<file path="config.mk">
export PLATFORM = sky130hd
export DESIGN_NAME = bit_scan_sequencer
export DESIGN_NICKNAME = d
export VERILOG_FILES = /design/src/rtl/bit_scan_sequencer.sv
export SDC_FILE = /design/constraint.sdc
export NUM_CORES = 1
export LEC_CHECK = 0
export CORE_MARGIN = 5
export CORE_UTILIZATION = 47
export CTS_CLUSTER_DIAMETER = 80
export DETAILED_ROUTE_END_ITERATION = 6
export GPL_TIMING_DRIVEN = 0
export MAX_ROUTING_LAYER = met4
export PLACE_DENSITY = 0.77
export SLEW_MARGIN = 20
export SYNTH_ARGS = -nofsm -noshare
export SYNTH_HDL_FRONTEND = slang
export SYNTH_SLANG_ARGS = --single-unit
</file>
<file path="constraint.sdc">
create_clock -name clk -period 4 [get_ports clk]
set_input_delay 0.6 -clock clk [delete_from_list [all_inputs] [get_ports clk]]
set_output_delay 0.6 -clock clk [all_outputs]
set_load 0.05 [all_outputs]
</file>
<file path="src/rtl/bit_scan_sequencer.sv">
// -----------------------------------------------------------------------------
// bit_scan_sequencer
//
// Accepts a VAR_NUM-bit vector and emits the index of each set bit, one per
// output handshake. out_last marks the final pending bit of a vector. done
// pulses for one cycle once a vector has been fully consumed, including a
// vector that was all zero from the start.
//
// Scan order is selected at build time by the macro BIT_SCAN_ROTATE_EN:
//   undefined : the lowest-index pending bit is always emitted first.
//   defined   : a start pointer (ptr) is kept. The search runs upward from ptr
//               and wraps from VAR_NUM-1 to 0. After every output transfer
//               ptr moves to one past the emitted index. ptr survives across
//               vectors and is not touched by flush.
//
// Ports
//   clk         in   single clock, rising edge
//   reset       in   synchronous, active-high reset
//   load_valid  in   load_vec is offered
//   load_ready  out  high in IDLE: a new vector can be accepted
//   load_vec    in   [VAR_NUM]     set bits are the indices to emit
//   out_valid   out  high in SCAN: out_idx is valid
//   out_ready   in   consumer takes out_idx
//   out_idx     out  [VAR_NUM_LOG] selected index (0 when out_valid=0)
//   out_last    out  out_idx is the final pending bit (0 when out_valid=0)
//   flush       in   abandon the current vector (no done pulse)
//   done        out  one-cycle pulse when a vector is fully consumed
// -----------------------------------------------------------------------------
module bit_scan_sequencer #(
   parameter int VAR_NUM     = 8,
   parameter int VAR_NUM_LOG = $clog2(VAR_NUM)
) (
   input  logic                   clk,
   input  logic                   reset,
   input  logic                   load_valid,
   output logic                   load_ready,
   input  logic [VAR_NUM-1:0]     load_vec,
   output logic                   out_valid,
   input  logic                   out_ready,
   output logic [VAR_NUM_LOG-1:0] out_idx,
   output logic                   out_last,
   input  logic                   flush,
   output logic                   done
);

   typedef enum logic {
      IDLE = 1'b0,
      SCAN = 1'b1
   } state_t;

   state_t                 state;
   state_t                 state_next;
   logic [VAR_NUM-1:0]     pending;
   logic [VAR_NUM-1:0]     pending_next;
   logic                   done_next;
   logic [VAR_NUM_LOG-1:0] sel_idx;

`ifdef BIT_SCAN_ROTATE_EN
   logic [VAR_NUM_LOG-1:0] ptr;
   logic [VAR_NUM_LOG-1:0] ptr_next;
   logic                   sel_found;

   // (base + ofs) mod VAR_NUM. Both inputs are below VAR_NUM, so one
   // conditional subtract is enough, and it also works when VAR_NUM is not a
   // power of two.
   function automatic logic [VAR_NUM_LOG-1:0] wrap_add(
      input logic [VAR_NUM_LOG-1:0] base,
      input int                     ofs
   );
      int sum;
      sum = int'(base) + ofs;
      if (sum >= VAR_NUM) sum = sum - VAR_NUM;
      return VAR_NUM_LOG'(sum);
   endfunction
`endif

   // ---------------------------------------------------------------------------
   // Index selection: the first pending bit found from the start point.
   // ---------------------------------------------------------------------------
   always_comb begin
      // NOTE: every output of a combinational block gets a default before any
      // condition. A path that leaves a signal unassigned would infer a latch.
      sel_idx = '0;
`ifdef BIT_SCAN_ROTATE_EN
      sel_found = 1'b0;
      for (int i = 0; i < VAR_NUM; i++) begin
         if (!sel_found && pending[wrap_add(ptr, i)]) begin
            sel_found = 1'b1;
            sel_idx   = wrap_add(ptr, i);
         end
      end
`else
      // Walk downward so that the lowest set bit is the last one written.
      for (int i = VAR_NUM - 1; i >= 0; i--) begin
         if (pending[i]) sel_idx = VAR_NUM_LOG'(i);
      end
`endif
   end

   assign load_ready = (state == IDLE);
   assign out_valid  = (state == SCAN);
   assign out_idx    = out_valid ? sel_idx : '0;
   // In SCAN pending is never zero, so "one bit left" is exactly one-hot.
   assign out_last   = out_valid & $onehot(pending);

   // ---------------------------------------------------------------------------
   // Next-state logic. flush has priority over load and output handshakes.
   // ---------------------------------------------------------------------------
   always_comb begin
      state_next   = state;
      pending_next = pending;
      done_next    = 1'b0;
`ifdef BIT_SCAN_ROTATE_EN
      ptr_next     = ptr;
`endif
      if (flush) begin
         // Drop the vector silently. A load offered at the same time is lost.
         state_next   = IDLE;
         pending_next = '0;
      end else begin
         case (state)
            IDLE: begin
               if (load_valid) begin
                  pending_next = load_vec;
                  if (load_vec == '0) begin
                     // Nothing to emit, so the vector is consumed at once.
                     done_next = 1'b1;
                  end else begin
                     state_next = SCAN;
                  end
               end
            end
            SCAN: begin
               if (out_ready) begin
                  pending_next[sel_idx] = 1'b0;
`ifdef BIT_SCAN_ROTATE_EN
                  ptr_next = wrap_add(sel_idx, 1);
`endif
                  if (out_last) begin
                     state_next = IDLE;
                     done_next  = 1'b1;
                  end
               end
            end
            default: state_next = IDLE;
         endcase
      end
   end

   // ---------------------------------------------------------------------------
   // State registers. Reset overrides flush, loads and handshakes.
   // ---------------------------------------------------------------------------
   always_ff @(posedge clk) begin
      // NOTE: sequential state uses non-blocking assignments. Every flop then
      // samples values from before the edge, whatever the statement order.
      if (reset) begin
         state   <= IDLE;
         pending <= '0;
         done    <= 1'b0;
`ifdef BIT_SCAN_ROTATE_EN
         ptr     <= '0;
`endif
      end else begin
         state   <= state_next;
         pending <= pending_next;
         done    <= done_next;
`ifdef BIT_SCAN_ROTATE_EN
         ptr     <= ptr_next;
`endif
      end
   end

endmodule

</file>
-- Word level (Yosys, flattened, before mapping)
Index checks and enable logic that the tools add are counted.
- register bits: 10
- bits of input ports: 13
- output and inout port bits: 7
- add/sub/neg operators: 7
- $lt $le $gt $ge: 2
- eq/ne operators: 3
- multiplexer cells: 24
- bitwise operators: 4
- reduce and logical (&&, ||, !) cells: 4
- operators with widths (operator ; count):
    $mux W3 ; 9
    $mux W8 ; 2
    $pmux W8 S2 ; 1
    $mux W1 ; 9
    $add A1 B1 Y2 ; 4
    $and A8 B8 Y8 ; 1
    $logic_not A8 Y1 ; 1
    $not A8 Y8 ; 1
    $add A2 B2 Y3 ; 2
    $add A3 B3 Y4 ; 1
    $eq A4 B1 Y1 const B ; 1
    $lt A3 B4 Y1 const B ; 1
    $ne A2 B2 Y1 const B ; 2
    $pmux W1 S2 ; 2
    $demux W1 S3 ; 1
    $ge A3 B1 Y1 const B ; 1
    $reduce_and A2 Y1 ; 1
    $reduce_or A2 Y1 ; 1
    $and A1 B1 Y1 ; 1
    $logic_and A1 B1 Y1 ; 1
    $not A1 Y1 ; 1

-- Depth between registers and ports, before layout
- word-level depth: 16
- depth in mapped cells: 13
- mapped depth without buffers: 12

-- Least setup slack after synthesis
OpenSTA, ideal clock, no wires.
- kind: reg2out
- from: register pending[0]
- to: output port out_last
- arrival time: 3.481 ns
- required time: 3.400 ns
- path slack: -0.081 ns
- cell stages (with the launch flop): 13
- buffers on the path: 1
- path through: dfxtp_1 > buf_4 > inv_1 > fa_1 > fa_1 > fa_1 > inv_1 > ha_1 > inv_1 > fa_1 > nand2_1 > o41ai_1 > and2_1
- cells in the longest elaborated chain, start to end: 5
- ends and longest elaborated chain (what ; line ; RTL):
    start: declaration ; 53 ; logic [VAR_NUM-1:0] pending;
    start signal: assignment ; 165 ; pending <= pending_next;
    $add A1 B1 Y2 (implied by the code) ; 104 ; assign out_last = out_valid & $onehot(pending);
    $add A2 B2 Y3 (implied by the code) ; 104 ;
    $add A3 B3 Y4 (implied by the code) ; 104 ;
    $eq A4 B1 Y1 ; 104 ;
    $and A1 B1 Y1 ; 104 ;
    end: declaration ; 41 ; output logic out_last,
Every way passes these cells.

-- Worst setup path in the final report
- from: register pending[1]
- to: output port out_last
Same word-level chain as after synthesis.

==> flow_summary.json <==
{
  "outcome": "finished with violations",
  "violations": "setup timing",
  "ys_ff_latch": 10,
  "synth-simple-area-share": 0.267,
  "finalPower_mw": 0.290,
  "dpl.cell_count": 136,
  "antenna_cells": 0,
  "synth_compound_area_frac": 0.219,
  "area_growth_pct": 46.9,
  "power_switching_mw": 0.0988,
  "synth.area.top_cells": "dfxtp_1 (26%), fa_1 (10%), a21oi_1 (7.1%)",
  "clk_pin_slew_ns": 0.06,
  "postSynthAreaPerCell_um2": 7.71,
  "grt_pass1_wl_um": 3910,
  "p_clk_frac": 0.253,
  "critPathMaxFanout": 5,
  "arrival_ns": 3.58,
  "leakage_nw": 0.448,
  "start_kind": "flop",
  "dieArea_um2": 2570,
  "irDropWorstVdd_mv": 0.202,
  "fillCellCount": 110,
  "synth_xor_area_frac": 0,
  "num-nets-final": 152,
  "yosys-mux-area-fraction": 0.0145,
  "clock-skew-final_ns": 0.00489,
  "placed_area_um2": 990,
  "required_ns": 3.40,
  "place_congestion": 0.891,
  "wl_per_cell_um": 15.8,
  "overflow": 0,
  "synthFlopType": "dfxtp_1",
  "core_um2": 1540,
  "drc": 0,
  "cap_violations": 0,
  "area.sequential_um2": 209,
  "vias_per_cell": 6.01,
  "synth_fp_nets": 121,
  "powerDensity_nw_per_um2": 254,
  "top_layer": "met4",
  "hold_viol_final": 0,
  "yosys_warnings": 0,
  "hold_buffers": 0,
  "grt_pass1_vias": 821,
  "synth.largest_area_cell": "dfxtp_1",
  "fin_ws_ns": -0.182,
  "routed_wl_um": 2310,
  "start_util": 0.505,
  "switching_share": 0.341,
  "wl_met1_um": 949,
  "cts_tree": "yes",
  "synthArstFlopShare": 0,
  "end_kind": "output pin",
  "rows": 14,
  "synth_top_area_share": 0.257,
  "slew_viol_final": 0,
  "cts_max_level": 1,
  "vias": 877,
  "grt_max_degree": 11,
  "min_period_ns": 4.18,
  "firstDrtPassIters": 4,
  "ys_seq_area_frac": 0.257,
  "drtIter0Drc": 16,
  "drive_gt1_frac": 0.246,
  "setup_violations": 1,
  "hpwlAfterDp_um": 1600,
  "fmax_mhz": 239,
  "multiInputGateArea_um2": 557,
  "ant_nets": 0,
  "relSlewSlack": 0.578,
  "synthCells": 101,
  "cts_root_buffer": "clkbuf_4",
  "antenna_found_initial": 0,
  "synth_top_family_by_area": "simple AND/OR/NAND/NOR gates",
  "yosys.cell_types.count": 30,
  "insertion_delay_ns": 0.28,
  "final_area_um2": 1140,
  "fp.dieW_um": 50.7,
  "p_int_mw": 0.191,
  "clock_path_buffers": 2,
  "rsz0062_at_grt": "yes",
  "yosys.area_share.adder": 0.151,
  "route.met3.wl_um": 204,
  "synth_edf_count": 0,
  "seqPwrFrac": 0.366,
  "io_buffers": 19,
  "num_io_pins": 20,
  "finalCritPeriodShare": 1.05,
  "dr_wl_met2_um": 1100,
  "final_util": 0.742,
  "clock_sinks": 10,
  "grt_use_total": 0.203,
  "combPwrFrac": 0.381,
  "die_y_um": 50.7,
  "path_class": "reg -> out",
  "fin_cells": 146,
  "cts_inserted_buffers": 3,
  "hold_path_class": "reg -> reg",
  "syn_area_um2": 778,
  "tightest_slew_ns": 0.632
}
==> cells in the mapped netlist, drive strengths merged (2+ instances only) <==
| cell type | n |
|---|---|
| o21ai | 4 |
| ha | 3 |
| o311ai | 2 |
| nor2b | 2 |
| dfxtp | 10 |
| buf | 2 |
| and2 | 2 |
| nor4 | 4 |
| nand2 | 11 |
| inv | 14 |
| nand3 | 3 |
| a311oi | 5 |
| a21oi | 11 |
| nor3 | 3 |
| nor2 | 11 |
| fa | 4 |
==> metal layers <==
metal | vias up | track usage
met5 | - | -
met4 | 0 | 0.102
met3 | 9 | 0.0355
met2 | 43 | 0.318
met1 | 401 | 0.248
li1 | 424 | -
==> kinds of logic (layout without fill, tap and decap cells) <==
kind of cell | after synthesis | after routing
simple gates | 41 | 41
compound gates | 25 | 25
buf+inv | 17 | 46
fa+ha+maj | 7 | 7
flops | 10 | 10
mux | 1 | 1
==> flip-flops by register name (all words and copies together) (netlist names) <==
name,count
done,1
out_valid,1
pending,8
==> stage by stage <==
step	setup WS, ns	TNS [ns]	hold WS [ns]
6_report	-0.182	-0.182	0.650
3_3_place_gp	-0.765	-0.765	0.593
5_1_grt	-0.324	-0.329	0.682
4_1_cts	-0.171	-0.171	0.621
3_5_place_dp	-0.770	-0.770	0.613
2_1_floorplan	0.0390	0	0.544
==> final cells by class <==
| class | instances | area share |
|---|---|---|
| multi-input cells | 74 | 0.487 |
| repair buffers | 26 | 0.228 |
| flip-flops and latches | 10 | 0.183 |
| inverters | 14 | 0.0460 |
| clock buffers | 3 | 0.0197 |
| plain buffers | 3 | 0.0197 |
| well taps | 16 | 0.0175 |
==> layout by cell type (no fill, tap or decap), drive strengths merged, types with 2 or more instances in the layout <==
cell,synthesis,routed
a311oi,5,5
nor3,3,3
inv,14,14
ha,3,3
dfxtp,10,10
fa,4,4
buf,2,10
nor2,11,11
nor4,4,4
o311ai,2,2
o21ai,4,4
and2,2,2
a21oi,11,11
nand3,3,3
nor2b,2,2
clkbuf,1,4
clkdlybuf4s50,0,18
nand2,11,11
==> power groups by stage <==
stage / logic (mW) / registers [mW] / clock network [mW]
after global placement: 0.0767 / 0.109 / 0
after floorplan: 0.0480 / 0.110 / 0
after detailed placement: 0.0774 / 0.109 / 0
after CTS: 0.108 / 0.106 / 0.0752
after global routing: 0.121 / 0.107 / 0.0807
final: 0.111 / 0.106 / 0.0733
==> worst max-delay path: stages, from the launching register on <==
cell,delay [ns]
dfxtp_4,0.38
inv_2,0.06
fa_1,0.48
fa_1,0.53
fa_1,0.42
inv_1,0.08
ha_2,0.18
inv_2,0.04
fa_1,0.51
nand2_2,0.08
o41ai_4,0.22
and2_4,0.19
buf_8,0.14
==> path summary, 6_finish.rpt <==
check,start,endpoint,slack [ns],depth (start not counted)
max,pending[1],out_last,-0.18,12
min,pending[2],pending[2],0.65,2
max reg2reg,pending[1],done,0.16,17
min reg2reg,pending[2],pending[2],0.65,2
==> timing repair <==
| item | 4_1_cts | 5_1_grt |
|---|---|---|
| gates resized for setup | 16 | 11 |
| endpoints found under the setup margin | 1 | 3 |
| gates cloned | 0 | 0 |
| pin swaps | 3 | 2 |
| buffers inserted | 9 | 2 |
No activity file was read; power rests on OpenSTA's default activity.
